`src/rtl/uart_cmd_ctrl_pkg.sv`:
```
// Shared definitions for the UART command controller: FSM states, ASCII constants and the
// command decoder.
package uart_cmd_ctrl_pkg;

  typedef enum logic [1:0] {
    StIdle    = 2'd0,
    StExec    = 2'd1,
    StAck     = 2'd2,
    StAckHold = 2'd3
  } state_e;

  typedef enum logic [2:0] {
    CmdIgnore  = 3'd0,
    CmdRun     = 3'd1,
    CmdClear   = 3'd2,
    CmdMode    = 3'd3,
    CmdInvalid = 3'd4
  } cmd_e;

  localparam logic [7:0] AsciiR   = 8'h52;
  localparam logic [7:0] AsciiC   = 8'h43;
  localparam logic [7:0] AsciiM   = 8'h4D;
  localparam logic [7:0] AsciiCr  = 8'h0D;
  localparam logic [7:0] AsciiLf  = 8'h0A;
  localparam logic [7:0] AsciiNak = 8'h3F;
  localparam logic [7:0] CaseMask = 8'hDF;

  // CR/LF are matched on the raw byte; letters are matched after folding to upper case.
  function automatic cmd_e decode_cmd(input logic [7:0] b);
    cmd_e c;
    if (b == AsciiCr || b == AsciiLf) begin
      c = CmdIgnore;
    end else begin
      case (b & CaseMask)
        AsciiR:  c = CmdRun;
        AsciiC:  c = CmdClear;
        AsciiM:  c = CmdMode;
        default: c = CmdInvalid;
      endcase
    end
    return c;
  endfunction

endpackage

```
`src/rtl/uart_cmd_ctrl_cmd_fifo.sv`:
```
// Small synchronous byte FIFO with asynchronous active-high reset. A push into a full FIFO is
// accepted only when a pop happens in the same cycle.
module uart_cmd_ctrl_cmd_fifo #(
  parameter int unsigned FIFO_DEPTH = 4,
  parameter int unsigned FIFO_AW    = 2
) (
  input  logic       clk,
  input  logic       reset,
  input  logic       push_i,
  input  logic       pop_i,
  input  logic [7:0] din_i,
  output logic [7:0] dout_o,
  output logic       full_o,
  output logic       empty_o
);

  localparam logic [FIFO_AW:0] CountFull = FIFO_DEPTH[FIFO_AW:0];

  logic [7:0]         mem_q [FIFO_DEPTH];
  logic [FIFO_AW-1:0] wr_ptr_q;
  logic [FIFO_AW-1:0] rd_ptr_q;
  logic [FIFO_AW:0]   count_q;
  logic               do_push;
  logic               do_pop;

  assign full_o  = (count_q == CountFull);
  assign empty_o = (count_q == '0);
  assign dout_o  = mem_q[rd_ptr_q];
  assign do_pop  = pop_i && !empty_o;
  assign do_push = push_i && (!full_o || do_pop);

  // Pointers are exactly FIFO_AW bits wide, so they wrap modulo FIFO_DEPTH on their own.
  always_ff @(posedge clk or posedge reset) begin
    if (reset) begin
      wr_ptr_q <= '0;
      rd_ptr_q <= '0;
      count_q  <= '0;
      for (int i = 0; i < int'(FIFO_DEPTH); i++) begin
        mem_q[i] <= '0;
      end
    end else begin
      if (do_push) begin
        mem_q[wr_ptr_q] <= din_i;
        wr_ptr_q        <= wr_ptr_q + 1'b1;
      end
      if (do_pop) begin
        rd_ptr_q <= rd_ptr_q + 1'b1;
      end
      if (do_push && !do_pop) begin
        count_q <= count_q + 1'b1;
      end else if (do_pop && !do_push) begin
        count_q <= count_q - 1'b1;
      end
    end
  end

endmodule

```
`src/rtl/uart_cmd_ctrl.sv`:
```
// UART command controller: buffers RX bytes, decodes R/C/M commands, arbitrates against button
// pulses and, when UART_ACK_EN is defined, sends a one-byte ACK/NAK per command.
module uart_cmd_ctrl
  import uart_cmd_ctrl_pkg::*;
#(
  parameter int unsigned FIFO_DEPTH = 4,
  parameter int unsigned FIFO_AW    = 2
) (
  input  logic       clk,
  input  logic       reset,
  input  logic [7:0] rx_data_i,
  input  logic       rx_done_i,
  input  logic       btn_run_i,
  input  logic       btn_clear_i,
  input  logic       btn_mode_i,
  input  logic       tx_busy_i,
  output logic       run_o,
  output logic       mode_o,
  output logic       clear_o,
  output logic       overflow_o,
  output logic       tx_start_o,
  output logic [7:0] tx_data_o
);

  state_e     state_q;
  logic [7:0] cmd_q;
  logic       run_q;
  logic       mode_q;
  logic       clear_q;
  logic       overflow_q;

  logic       btn_any;
  logic       fifo_pop;
  logic       fifo_full;
  logic       fifo_empty;
  logic [7:0] fifo_dout;
  logic       ovf_event;
  cmd_e       cmd;

  assign btn_any   = btn_run_i | btn_clear_i | btn_mode_i;
  // Any button pulse holds off the UART path so the two never act in the same cycle.
  assign fifo_pop  = (state_q == StIdle) && !fifo_empty && !btn_any;
  assign ovf_event = rx_done_i && fifo_full && !fifo_pop;
  assign cmd       = decode_cmd(cmd_q);

  uart_cmd_ctrl_cmd_fifo #(
    .FIFO_DEPTH (FIFO_DEPTH),
    .FIFO_AW    (FIFO_AW)
  ) u_cmd_fifo (
    .clk     (clk),
    .reset   (reset),
    .push_i  (rx_done_i),
    .pop_i   (fifo_pop),
    .din_i   (rx_data_i),
    .dout_o  (fifo_dout),
    .full_o  (fifo_full),
    .empty_o (fifo_empty)
  );

`ifdef UART_ACK_EN
  logic       tx_start_q;
  logic [7:0] tx_data_q;

  assign tx_start_o = tx_start_q;
  assign tx_data_o  = tx_data_q;
`else
  logic unused_tx_busy;

  assign unused_tx_busy = tx_busy_i;
  assign tx_start_o     = 1'b0;
  assign tx_data_o      = 8'h00;
`endif

  always_ff @(posedge clk or posedge reset) begin
    if (reset) begin
      state_q    <= StIdle;
      cmd_q      <= '0;
      run_q      <= 1'b0;
      mode_q     <= 1'b0;
      clear_q    <= 1'b0;
      overflow_q <= 1'b0;
`ifdef UART_ACK_EN
      tx_start_q <= 1'b0;
      tx_data_q  <= '0;
`endif
    end else begin
      run_q   <= run_q ^ btn_run_i;
      mode_q  <= mode_q ^ btn_mode_i;
      clear_q <= btn_clear_i;
`ifdef UART_ACK_EN
      tx_start_q <= 1'b0;
`endif
      unique case (state_q)
        StIdle: begin
          if (fifo_pop) begin
            cmd_q   <= fifo_dout;
            state_q <= StExec;
          end
        end
        StExec: begin
          if (!btn_any) begin
            unique case (cmd)
              CmdRun:   run_q  <= ~run_q;
              CmdMode:  mode_q <= ~mode_q;
              CmdClear: begin
                clear_q    <= 1'b1;
                overflow_q <= 1'b0;
              end
              default: ;
            endcase
`ifdef UART_ACK_EN
            state_q <= (cmd == CmdIgnore) ? StIdle : StAck;
`else
            state_q <= StIdle;
`endif
          end
        end
`ifdef UART_ACK_EN
        StAck: begin
          if (!tx_busy_i) begin
            tx_start_q <= 1'b1;
            tx_data_q  <= (cmd == CmdInvalid) ? AsciiNak : (cmd_q & CaseMask);
            state_q    <= StAckHold;
          end
        end
        StAckHold: state_q <= StIdle;
`endif
        default: state_q <= StIdle;
      endcase
      // A dropped byte wins over a 'C' clearing the flag in the same cycle.
      if (ovf_event) begin
        overflow_q <= 1'b1;
      end
    end
  end

  assign run_o      = run_q;
  assign mode_o     = mode_q;
  assign clear_o    = clear_q;
  assign overflow_o = overflow_q;

endmodule

```
`config.mk`:
```
export PLATFORM = sky130hd
export DESIGN_NAME = uart_cmd_ctrl
export DESIGN_NICKNAME = d
export VERILOG_FILES = /design/src/rtl/uart_cmd_ctrl_pkg.sv /design/src/rtl/uart_cmd_ctrl_cmd_fifo.sv /design/src/rtl/uart_cmd_ctrl.sv
export SDC_FILE = /design/constraint.sdc
export NUM_CORES = 1
export LEC_CHECK = 0
export BUFFER_PORTS_ARGS = -buffer_cell sky130_fd_sc_hd__buf_4
export CORE_MARGIN = 2
export CORE_UTILIZATION = 59
export CTS_BUF_LIST = sky130_fd_sc_hd__clkbuf_2 sky130_fd_sc_hd__clkbuf_4 sky130_fd_sc_hd__clkbuf_8
export CTS_CLUSTER_DIAMETER = 30
export DETAILED_ROUTE_END_ITERATION = 8
export PLACE_DENSITY = 0.79
export SETUP_SLACK_MARGIN = 0.1
export SLEW_MARGIN = 15
export SYNTH_ARGS = -nofsm -noshare
export SYNTH_HDL_FRONTEND = slang
export SYNTH_SLANG_ARGS = --single-unit
```
`constraint.sdc`:
```
create_clock -name clk -period 2.7 [get_ports clk]
set_input_delay 0.135 -clock clk [delete_from_list [all_inputs] [get_ports clk]]
set_output_delay 0.135 -clock clk [all_outputs]
set_load 0.02 [all_outputs]
```
==> flow_summary.ini <==
[logic_synthesis]
yosysSeqAreaShare_pct = 52.16
synth_area_leaders = dfrtp_1 (52%), mux2_2 (18%), mux4_2 (7.0%)
synth.distinct_cells = 31
async_reset_ff_share_pct = 100.0
synth.avg_cell_area_sq_um = 14.93
synthesis.area_sq_um = 2255
synth_top_cell_by_area = dfrtp_1
synth_edf_count = 0
synth_seq_cells = 47
netlist.area_leader.share_pct = 52.16
netlist_top_cells_count = dfrtp_1 (47), mux2_2 (36), buf_4 (9)
syn_inst = 151
ys.warnings.count = 0
yosysMostFrequentCell = dfrtp_1
synth-main-ff-cell = dfrtp_1

[grt]
grt_pass1_vias = 1356
grt_overflow = 0
grt_use_total_pct = 21.62
grt_pass1_wl_um = 6727
grt_start_max_net_pins = 28
grt_antenna_before_repair = 0

[worst_setup_path]
reg2reg_depth = 8
crit_end = u_cmd_fifo.count_q[2]
regToRegSetupSlack_ns = 0.27
crit_start = state_q[0]
path_cells = or4_4 > a21boi_2 > ha_1 > inv_1 > fa_1 > xor2_1 > nor2_1 > xor2_1
worst_ep_required_time_ns = 2.92
timing.rr.start = state_q[0]
crit_buf_inv = 1
cp_num_cells = 8
cp_common_cell = xor2_1
worstSetupPathType = reg2reg
arrival_ns = 2.65
critPathMaxFanout = 7
r2r_end = u_cmd_fifo.count_q[2]
worst_path_largest_cell_delay_ns = 0.66
cp-end-kind = flip-flop
crit_family = simple AND/OR/NAND/NOR gates
cp-start-kind = flip-flop
cp_slowest_cell = or4_4

[die]
rows = 22
dieHeight_um = 65.82
die_w_um = 65.82
core_area_sq_um = 3661
die_area_sq_um = 4332
start_util_pct = 61.59
pin_count = 28

[power_and_ir_drop]
p_sw_uw = 905.6
peakVddDrop_mv = 0.5835
power.density_nw_per_um2 = 1122
pwr-share-clk_pct = 15.8
comb_power_share_pct = 36.6
seq_power_share_pct = 47.5
internal_power_uw = 1911
leakage_uw = 0.001081
netSwitchingFraction_pct = 32.15

[cts]
cts_max_path_buffers = 2
cts_made_buffers = 5
cts_resized = 0
cts.htree.levels = 2
clock-sinks = 47
cts_tree = yes
clock_latency_ns = 0.29
cts.reportedPaths.clkPinSlew_ns = 0.09
cts_root_buffer = clkbuf_8
cts_setup_buffers = 0

[detailed_routing]
antenna_left = 0
drc = 0
wirelength_um = 3833
dr.pass1.iters = 4
drt_iter0_drc = 53
routedWlPerCell_um = 17.19
vias = 1238
vias_per_cell = 5.552

[sta]
hold_violations = 0
maxSlewHeadroom_pct = 33.43
maxSlewViolCount = 0
setup_tns_ns = 0
post-route-min-period_ns = 2.433
worst_hold_slack_ns = 0.06995
finalClockSkew_ns = 0.007354
min_period_over_period_pct = 90.12
setup_viol = 0
worst_pin_slew_ns = 0.9924
rsz0062_at_grt = no
max_clock_freq_mhz = 411.0

[placed_design]
io_buffers = 16
placed_area_sq_um = 2401
gp_congestion = 0.7454
hpwl_um = 2780

[cells_and_area]
synthToLayoutAreaGrowth_pct = 11.32
final_nets = 195
diodes = 0
postLayoutCellArea_sq_um = 2510
final_layout_size_suffix_gt1_share_pct = 45.14

[run]
max_cap_violations = 0

[worst_hold_path]
hp-class = in2reg

[run_status]
status = finished, final reports clean
## per-stage QoR
step                      std cells  worst slack, ns  util [%]  power [uW]
after floorplan                 159           0.3289         -        2118
after global placement          214           0.3276     65.58        2306
after detailed placement        214           0.2396     65.58        2400
after CTS                       223           0.2425     68.56        2855
after global routing            223           0.1614     68.56        3017
final                           223           0.2666     68.56        2817
## power by group through the flow
stage	logic, uW	registers [uW]	clock network [uW]
floorplan	868	1250	0
global placement	989	1320	0
detailed placement	1040	1360	0
CTS	1050	1350	461
global route	1130	1400	489
finish	1030	1340	446
## metal layers
metal	part of all wire [%]	routed length, um	track usage, %
met5	0	0	0
met4	2.0	77	10.42
met3	5.0	192	5.622
met2	51	1958	35.48
met1	42	1604	26.60
## kinds of logic (layout without fill, tap and decap cells)
group	Yosys count	in the layout	synth area share, %
flip-flops	47	47	52.16
multiplexers	44	44	25.47
AND/OR/NAND/NOR	18	18	5.660
buffers and inverters	18	34	4.939
AO/OA/AOI/OAI	9	9	4.828
XOR/XNOR	8	8	3.108
adder cells (fa/ha/maj)	6	6	3.663
other	1	9	0.1663
## repair_timing
item / in CTS / in global routing
endpoints found under the setup margin: 0 / 0
hold buffers: 1 / 0
hold endpoints to repair: 26 / 0
## flip-flops by register name, indices dropped and copies added, names as in the netlist
signal and flops:
u_cmd_fifo.wr_ptr_q 2, mode_o 1, cmd_q 7, u_cmd_fifo.rd_ptr_q 2, run_o 1, overflow_o 1, state_q 1, u_cmd_fifo.mem_q 28
clear_o 1, u_cmd_fifo.count_q 3
## how the worst min path moves through the flow
stage | start | to | slack, ns | depth (start not counted)
global route | btn_clear_i | clear_o | 0.06 | 2
global placement | reset | mode_o | 0.27 | 2
CTS | btn_clear_i | clear_o | 0.06 | 2
finish | btn_clear_i | clear_o | 0.07 | 2
detailed placement | reset | u_cmd_fifo.mem_q[19] | 0.29 | 2
floorplan | btn_clear_i | clear_o | 0.24 | 1
## cells in the final DEF (no fill, tap or decap), types with 3 or more instances in the layout
cell      Yosys  routed
xnor2_1       5       5
mux2_2       36      36
inv_1         5       4
clkbuf_8      0       6
dfrtp_1      47      47
xor2_1        3       3
buf_4         9      19
mux4_2        7       7
conb_1        1       9
a21oi_4       4       4
ha_1          5       5
nand2_1       4       4
## area by class of cell
type                       instances  area [sq um]
tap                               48         60.06
clock inverter                     1         8.758
timing repair buffer              20         152.6
multi-input combinational         94         997.2
inverter                           6         25.02
sequential                        47          1176
fill                             248          1151
clock buffer                       7         90.09
Note: power is estimated with default switching activity, not from simulation.
